<file path="src/rtl/alu_pkg.sv">
// Shared encodings for the 1-bit ALU datapath: multiplexer opcodes and the
// result collector's FSM states.
package alu_pkg;

  localparam logic [1:0] AND_OP = 2'd0;
  localparam logic [1:0] OR_OP  = 2'd1;
  localparam logic [1:0] XOR_OP = 2'd2;
  localparam logic [1:0] ADD_OP = 2'd3;

  typedef enum logic [1:0] {
    IDLE  = 2'd0,
    SHIFT = 2'd1,
    HOLD  = 2'd2
  } collector_state_e;

endpackage

</file>
<file path="src/rtl/serial_result_collector.sv">
// Samples the 1-bit ALU result LSB-first for WIDTH cycles, then holds the assembled word
// on a valid/ready handshake. Start-to-valid latency is WIDTH cycles, and the word is held until ready_i is high.
module serial_result_collector
  import alu_pkg::*;
#(
  parameter int WIDTH = 8,
  localparam int CW = $clog2(WIDTH)
) (
  input  logic             clk_i,
  input  logic             rst_ni,
  input  logic             start_i,
  input  logic [1:0]       f_i,
  input  logic             result_i,
  input  logic             ready_i,
  output logic [1:0]       f_o,
  output logic [CW-1:0]    bit_idx_o,
  output logic             carry_clr_o,
  output logic             busy_o,
  output logic             valid_o,
  output logic [WIDTH-1:0] word_o,
  output logic             zero_o
);

  localparam logic [CW-1:0] LAST_IDX = CW'(WIDTH - 1);

  collector_state_e state_q, state_d;
  logic [CW-1:0]    cnt_q, cnt_d;
  logic [WIDTH-1:0] sreg_q, sreg_d;
  logic [WIDTH-1:0] word_q, word_d;
  logic [1:0]       f_q, f_d;

  always_ff @(posedge clk_i or negedge rst_ni) begin
    if (!rst_ni) begin
      state_q <= IDLE;
      cnt_q   <= '0;
      sreg_q  <= '0;
      word_q  <= '0;
      f_q     <= '0;
    end else begin
      state_q <= state_d;
      cnt_q   <= cnt_d;
      sreg_q  <= sreg_d;
      word_q  <= word_d;
      f_q     <= f_d;
    end
  end

  always_comb begin
    state_d = state_q;
    cnt_d   = cnt_q;
    sreg_d  = sreg_q;
    word_d  = word_q;
    f_d     = f_q;
    unique case (state_q)
      IDLE: begin
        if (start_i) begin
          state_d = SHIFT;
          f_d     = f_i;
          cnt_d   = '0;
        end
      end
      SHIFT: begin
        sreg_d = {result_i, sreg_q[WIDTH-1:1]};
        // Counter is cleared on exit rather than incremented, so it never wraps.
        if (cnt_q == LAST_IDX) begin
          state_d = HOLD;
          word_d  = sreg_d;
          cnt_d   = '0;
        end else begin
          cnt_d = cnt_q + CW'(1);
        end
      end
      HOLD: begin
        if (ready_i) begin
          if (start_i) begin
            state_d = SHIFT;
            f_d     = f_i;
            cnt_d   = '0;
          end else begin
            state_d = IDLE;
          end
        end
      end
      default: state_d = IDLE;
    endcase
  end

  assign f_o         = f_q;
  assign busy_o      = (state_q == SHIFT);
  assign valid_o     = (state_q == HOLD);
  assign bit_idx_o   = busy_o ? cnt_q : '0;
  assign carry_clr_o = busy_o && (cnt_q == '0);
  assign word_o      = word_q;
  assign zero_o      = (word_q == '0);

endmodule

</file>
<file path="config.mk">
export PLATFORM = sky130hd
export DESIGN_NAME = serial_result_collector
export DESIGN_NICKNAME = d
export VERILOG_FILES = /design/src/rtl/alu_pkg.sv /design/src/rtl/serial_result_collector.sv
export SDC_FILE = /design/constraint.sdc
export NUM_CORES = 1
export LEC_CHECK = 0
export CORE_ASPECT_RATIO = 1.5
export CORE_UTILIZATION = 52
export CTS_CLUSTER_DIAMETER = 100
export DETAILED_ROUTE_END_ITERATION = 8
export GPL_TIMING_DRIVEN = 0
export PLACE_DENSITY = 0.92
export SLEW_MARGIN = 0
export SYNTH_ARGS = -nofsm -noshare
export SYNTH_HDL_FRONTEND = slang
export SYNTH_SLANG_ARGS = --single-unit
</file>
<file path="constraint.sdc">
create_clock -name clk_i -period 3.9 [get_ports clk_i]
set_clock_uncertainty 0.1 [all_clocks]
set_input_delay 0.39 -clock clk_i [delete_from_list [all_inputs] [get_ports clk_i]]
set_output_delay 0.39 -clock clk_i [all_outputs]
set_load 0.02 [all_outputs]
</file>
======== After elaboration in Yosys (flattened, before gate mapping) ========
Cells that the tools add are included.
operators by class
  add/sub/neg operators ................... 1
  eq/ne operators ......................... 6
  multiplexer cells ....................... 13
  reduce and logical (&&, ||, !) cells .... 10
operators with widths
  cell                                                                     number
  3-bit 2-to-1 mux                                                         4
  2-bit 2-to-1 mux                                                         5
  3-bit case mux with 3 select lines                                       1
  8-bit logical NOT                                                        1
  2-bit case mux with 3 select lines                                       1
  2-bit AND reduction                                                      3
  2-bit inequality test, second input constant                             2
  2-bit case mux with 2 select lines                                       1
  3-bit by 1-bit adder with 3-bit output, second input constant            1
  3-bit == test, second input constant                                     1
  3-bit logical NOT                                                        1
  3-bit AND reduction                                                      1
  3-bit nonzero test                                                       1
  2-bit by 1-bit == test with 1-bit output, second input constant          1
  2-bit == test, second input constant                                     1
  2-bit logical NOT                                                        1
  2-bit by 1-bit inequality test with 1-bit output, second input constant  1
  2-bit nonzero test                                                       1
  1-bit logical AND                                                        1
  1-bit 2-to-1 mux                                                         1
storage, ports and cells
  register bits ........................... 23
  output and inout bits ................... 17
  word-level logic and storage cells ...... 35

======== Logic depth before layout (Yosys ltp) ========
Gate-level depths: netlist of run 1.
  word-level depth ........................ 3
  depth in mapped cells ................... 5

======== Worst setup path after synthesis of run 1 ========
Ideal clock, no wire load.
  kind .................................... reg-to-output
  from .................................... reg word_q[5], in the netlist word_o[5]
  to ...................................... out zero_o
  arrival ................................. 1281 ps
  slack ................................... 2129 ps
  stages on the path, launching flop included .. 3
  path buffers ............................ 0
  cell sequence ........................... dfrtp_1 > or4_1 > nor2_1
on the way
  word-level cells in the longest chain between the ends .. 1
RTL lines
  element                   line                           text
  start: declaration        serial_result_collector.sv:29  logic [WIDTH-1:0] word_q, word_d;
  start signal: assignment  serial_result_collector.sv:43  word_q <= word_d;
  8-bit logical NOT         serial_result_collector.sv:94  assign zero_o = (word_q == '0);
  end: declaration          serial_result_collector.sv:21  output logic zero_o
Every way passes these cells.

======== Worst setup path after layout of run 1 ========
Same ends and word-level chain as after synthesis.

==> results of run 1 <==
cells by family (layout without fill, tap and decap cells):
kind of cell | Yosys count | after routing | share of synthesized area, %
and+or+nand+nor | 36 | 36 | 18.2
DFF | 22 | 22 | 53.4
muxes | 12 | 12 | 16.0
AOI/OAI and AO/OA | 7 | 7 | 5.34
buffers and inverters | 6 | 33 | 3.40
adders and majority gates | 3 | 3 | 3.64
area by class of cell:
type | count | share of cell area, %
multi-input combinational | 58 | 33.2
inverter | 4 | 1.68
sequential | 22 | 41.1
tap | 21 | 1.96
timing repair buffer | 23 | 17.2
clock inverter | 1 | 2.24
clock buffer | 3 | 1.68
buffer | 2 | 0.934
sequential cells by signal, indices dropped and copies added, names as in the netlist:
signal   count
cnt_q        3
f_o          2
sreg_q       7
state_q      2
word_o       8
routing by layer:
| metal | share of wire, % | up-vias | track usage, % |
|---|---|---|---|
| met5 | 0 | - | 0 |
| met4 | 2.4 | 0 | 8.87 |
| met3 | 3.6 | 5 | 3.56 |
| met2 | 56 | 21 | 40.2 |
| met1 | 38 | 348 | 25.0 |
| li1 | - | 346 | - |
synth_stat cells (all sizes together):
| library cell | instances |
|---|---|
| a22o | 2 |
| a32o | 1 |
| and2 | 1 |
| and2b | 1 |
| buf | 2 |
| dfrtp | 22 |
| ha | 3 |
| inv | 4 |
| mux2 | 12 |
| nand2 | 22 |
| nand2b | 3 |
| nor2 | 5 |
| nor3b | 1 |
| o21ai | 1 |
| o21bai | 1 |
| o22ai | 1 |
| o2bb2ai | 1 |
| or2b | 1 |
| or4 | 2 |
power by group through the flow:
stage | Combinational [mW] | Sequential (mW) | Clock (mW)
global placement | 0.600 | 0.408 | 0
detailed placement | 0.627 | 0.419 | 0
finish | 0.621 | 0.411 | 0.174
floorplan | 0.339 | 0.461 | 0
global route | 0.677 | 0.426 | 0.183
CTS | 0.630 | 0.414 | 0.177
through the flow:
step / setup WS (ns) / cell area (um2)
CTS: 1.45 / 1340
global route: 1.38 / 1340
detailed placement: 1.81 / 1290
global placement: 1.82 / 1290
finish: 1.46 / 1340
floorplan: 2.13 / 1030
worst max-delay path, stage by stage, from the launching register on:
cell and delay, ns:
dfrtp_1 0.41, or4_1 0.52, nor2_1 0.11, clkdlybuf4s50_1 0.60
final timing paths:
check	slack, ns	from	end
worst min-delay path	0.40	sreg_q[4]	sreg_q[3]
min in group asynchronous	0.48	rst_ni	word_o[7]
max in group asynchronous	2.67	rst_ni	cnt_q[1]
worst max-delay path	1.46	word_o[5]	zero_o
worst max register to register	2.30	cnt_q[0]	cnt_q[0]
worst min register to register	0.40	sreg_q[4]	sreg_q[3]
==> results.py, run 1 <==
metrics = {
    "floorplan": {
        "die_area_um2": 2170,
        "io_pins": 24,
        "start_util_pct": 55.6,
        "coreArea_um2": 1850,
        "die_h_um": 56.5,
        "rows": 19,
        "fp.dieW_um": 38.4,
    },
    "clocking": {
        "postCtsSetupRepairBufs": 0,
        "cts_buffer_depth": 2,
        "cts_tree": "built",
        "cts_sinks": 22,
        "clk_pin_slew_worst_paths_ns": 0.12,
        "cts_resized": 0,
        "htreeDepth": 1,
        "hold_buffers": 0,
        "insertion_delay_ns": 0.31,
        "cts_root_buffer": "clkbuf_4",
        "tritoncts.num_buffers": 3,
    },
    "synth": {
        "syn_avg_cell_area_um2": 12.0,
        "syn-num-nets": 96,
        "synthTopCellsByArea": "dfrtp_1 53%, mux2_4 12%, nand2_1 7.6%, mux2_2 4.4%, ha_1 3.6%",
        "postSynthCellCount": 86,
        "synth.top_cell.area_share_pct": 53.4,
        "yosysWarnings": 0,
        "ys_types": 24,
        "ys_seq_elements": 22,
        "synth_area_um2": 1030,
        "synth-seq-area-share_pct": 53.4,
        "yosys.area.top_type": "dfrtp_1",
    },
    "global_route": {
        "gr-total-overflow": 0,
        "grt_usage_pct": 22.5,
        "antenna_found_initial": 0,
        "grt_pass1_wl_mm": 3.39,
        "grt_max_degree": 23,
        "grt_pass1_vias": 761,
    },
    "worst_setup_path": {
        "worstPathArrival_ns": 1.95,
        "crit_type": "register to output pin",
        "startpoint_type": "register",
        "rr_worst_depth": 5,
        "cp.required_ns": 3.41,
        "critPathCaptureType": "output pin",
        "crit_fanout": 3,
    },
    "layout": {
        "final_cell_count_no_fill": 134,
        "mostFrequentLayoutCell": "clkdlybuf4s50_1",
        "mostFrequentLayoutCells": "23 x clkdlybuf4s50_1, 22 x dfrtp_1, 21 x nand2_1",
        "diodes": 0,
        "area_growth_pct": 30.0,
        "finalNetCount": 124,
        "final_core_util_pct": 72.3,
        "fillers": 150,
        "regArea_um2": 551,
        "multi_input_area_um2": 445,
        "drive_above_1_share_pct": 18.6,
    },
    "hold_path": {
        "hold_depth": 2,
        "hold_class": "register to register",
    },
    "route": {
        "dr_total_vias": 720,
        "wl_per_cell_um": 14.4,
        "vias_per_cell": 5.37,
        "totalWireLength_mm": 1.94,
        "drt_iter0_drc": 18,
        "ant_nets": 0,
        "drc": 0,
        "drtPass1Iterations": 4,
    },
    "timing": {
        "tightestPinTransition_ns": 0.918,
        "post-route-min-period_ns": 2.44,
        "max_freq_mhz": 410,
        "rsz0062_at_grt": "false",
        "finalHoldViolCount": 0,
        "finalCritPeriodShare_pct": 62.5,
        "setup_tns_ns": 0,
        "slew_headroom_pct": 38.6,
        "slew_violations": 0,
        "setup_violations": 0,
        "hold_ws_ns": 0.402,
    },
    "placed_design": {
        "place.port_buffers": 23,
        "hpwlAfterDp_mm": 1.49,
        "place_inst": 130,
        "place.gp.congestion": 0.731,
    },
    "power": {
        "p_leak_nw": 0.656,
        "total_power_mw": 1.21,
        "peakVddDrop_v": 0.000546,
        "clockPowerShare_pct": 14.4,
        "switching_share_pct": 37.0,
        "p_int_mw": 0.760,
        "pwr-share-comb_pct": 51.5,
        "p_switching_mw": 0.446,
        "power_density_nw_per_um2": 900,
        "seqPwrFrac_pct": 34.1,
    },
    "outcome": {
        "outcome": "completed",
    },
    "flow_run": {
        "drv_cap": 0,
    },
}
No activity file was read; power rests on OpenSTA's default activity.
==> run 2, diff against run 1 <==
- CORE_UTILIZATION: 52 -> 43
- PLACE_DENSITY: 0.92 -> 0.82
- clock period: 3.9 -> 2.17 ns (I/O delays scaled with it)
==> run 2 against run 1 <==
Register-to-register slack got worse by 1.7 ns. Worst hold slack got worse by 0.085 ns. Combinational power is 74% higher. Sequential power increased by 79%.
==> results.py, run 2 (same netlist as run 1, synthesis figures left out) <==
metrics = {
    "timing": {
        "post-route-min-period_ns": 2.10,
        "setup_tns_ns": 0,
        "rsz0062_at_grt": "false",
        "finalCritPeriodShare_pct": 96.7,
        "setup_violations": 0,
        "max_freq_mhz": 477,
        "final.setup.worst_slack_ns": 0.0717,
        "tightestPinTransition_ns": 0.934,
        "slew_violations": 0,
        "slew_headroom_pct": 37.5,
        "finalHoldViolCount": 0,
    },
    "floorplan": {
        "io_pins": 24,
        "start_util_pct": 45.6,
        "rows": 21,
        "coreArea_um2": 2260,
        "fp.dieW_um": 42.0,
        "die_area_um2": 2600,
        "die_h_um": 62.0,
    },
    "route": {
        "drt_iter0_drc": 6,
        "drtPass1Iterations": 2,
        "dr_total_vias": 716,
        "totalWireLength_mm": 1.74,
        "drc": 0,
        "vias_per_cell": 5.26,
        "wl_per_cell_um": 12.8,
        "ant_nets": 0,
    },
    "layout": {
        "finalNetCount": 124,
        "mostFrequentLayoutCells": "21 x nand2_1, 21 x dfrtp_1, 19 x clkdlybuf4s50_1",
        "area_growth_pct": 29.9,
        "largest_register_ffs": 8,
        "final_core_util_pct": 59.2,
        "diodes": 0,
        "drive_above_1_share_pct": 19.5,
        "final_cell_count_no_fill": 136,
    },
    "worst_setup_path": {
        "slowest_delay_ns": 0.59,
        "critPathCaptureType": "output pin",
        "startpoint_type": "register",
        "rrSetupSlack_ns": 0.57,
        "crit_fanout": 10,
        "rr_worst_depth": 4,
        "endpoint": "bit_idx_o[2]",
        "crit_type": "register to output pin",
        "cp-startpoint": "state_q[1]",
        "r2r-end": "cnt_q[2]",
        "slowest_stage": "clkdlybuf4s50_1",
        "worstPathArrival_ns": 1.78,
        "regToRegStartpoint": "cnt_q[0]",
        "critical_path.cell_chain": "nand2b_4 > inv_8 > and2_1 > clkdlybuf4s50_1",
        "cp.required_ns": 1.85,
    },
    "power": {
        "clockPowerShare_pct": 14.6,
        "total_power_mw": 2.12,
        "pwr-share-comb_pct": 50.8,
        "peakVddDrop_v": 0.000813,
        "p_leak_nw": 0.669,
        "p_switching_mw": 0.784,
        "power_density_nw_per_um2": 1590,
        "seqPwrFrac_pct": 34.6,
        "switching_share_pct": 36.9,
        "p_int_mw": 1.34,
    },
    "global_route": {
        "grt_pass1_vias": 663,
        "grt_max_degree": 23,
        "gr-total-overflow": 0,
        "grt_pass1_wl_mm": 2.93,
        "antenna_found_initial": 0,
        "grt_usage_pct": 14.9,
    },
    "clocking": {
        "htreeDepth": 1,
        "insertion_delay_ns": 0.31,
        "postCtsSetupRepairBufs": 0,
        "cts_sinks": 22,
        "clk_pin_slew_worst_paths_ns": 0.12,
        "cts_tree": "built",
        "tritoncts.num_buffers": 3,
        "cts_root_buffer": "clkbuf_4",
        "cts_buffer_depth": 2,
    },
    "placed_design": {
        "place_ws_ns": 0.253,
        "hpwlAfterDp_mm": 1.34,
        "place.port_buffers": 23,
        "place_inst": 132,
        "place.gp.congestion": 0.671,
    },
    "hold_path": {
        "hold_class": "input port to asynchronous set/reset pin",
    },
    "flow_run": {
        "drv_cap": 0,
    },
    "outcome": {
        "outcome": "completed",
    },
}
==> run 2: critical path: cells and delay by family (launching register included) <==
kind                   cells  cell delay (ns)
buffers and inverters      2             0.68
DFF                        1             0.47
and+or+nand+nor            2             0.32
==> run 2: through the flow <==
stage | hold WS (ns) | area (um2)
floorplan | -0.179 | 1030
global placement | 0.361 | 1290
detailed placement | 0.369 | 1290
CTS | 0.346 | 1340
global route | 0.391 | 1340
finish | 0.317 | 1340
==> run 2: repair_timing <==
action,CTS,global route
cloned,0,0
gates resized for setup,4,1
hold buffers,0,0
setup endpoints to repair,4,1
==> run 2: power by group through the flow <==
| stage | Combinational, mW | Clock, mW | Sequential, mW |
|---|---|---|---|
| after detailed placement | 1.12 | 0 | 0.748 |
| final | 1.08 | 0.309 | 0.735 |
| after CTS | 1.10 | 0.314 | 0.738 |
| after global placement | 1.08 | 0 | 0.733 |
| after floorplan | 0.610 | 0 | 0.829 |
| after global routing | 1.17 | 0.330 | 0.767 |
==> run 2: layer usage <==
layer  routed length [um]  vias up  part of all wire (%)  GRT usage (%)
met5                    0        -                     0              0
met4                   26        0                   1.5           8.29
met3                   61        4                   3.5           2.02
met2                  945       19                    54           28.3
met1                  703      352                    40           16.1
li1                     -      341                     -              -
==> run 2: worst min-delay path by stage <==
stage | cells after the start | end
after floorplan | 0 | cnt_q[0]
after global placement | 2 | sreg_q[1]
after detailed placement | 2 | sreg_q[1]
after CTS | 1 | word_o[5]
after global routing | 3 | sreg_q[7]
final | 1 | word_o[6]
==> run 2: cell type report <==
type	count	area (um2)
Buffer	2	12.5
Clock buffer	3	22.5
Clock inverter	1	30.0
Fill cell	195	921
Inverter	4	22.5
Multi-Input combinational cell	58	445
Sequential cell	22	552
Tap cell	23	28.8
Timing Repair Buffer	23	225
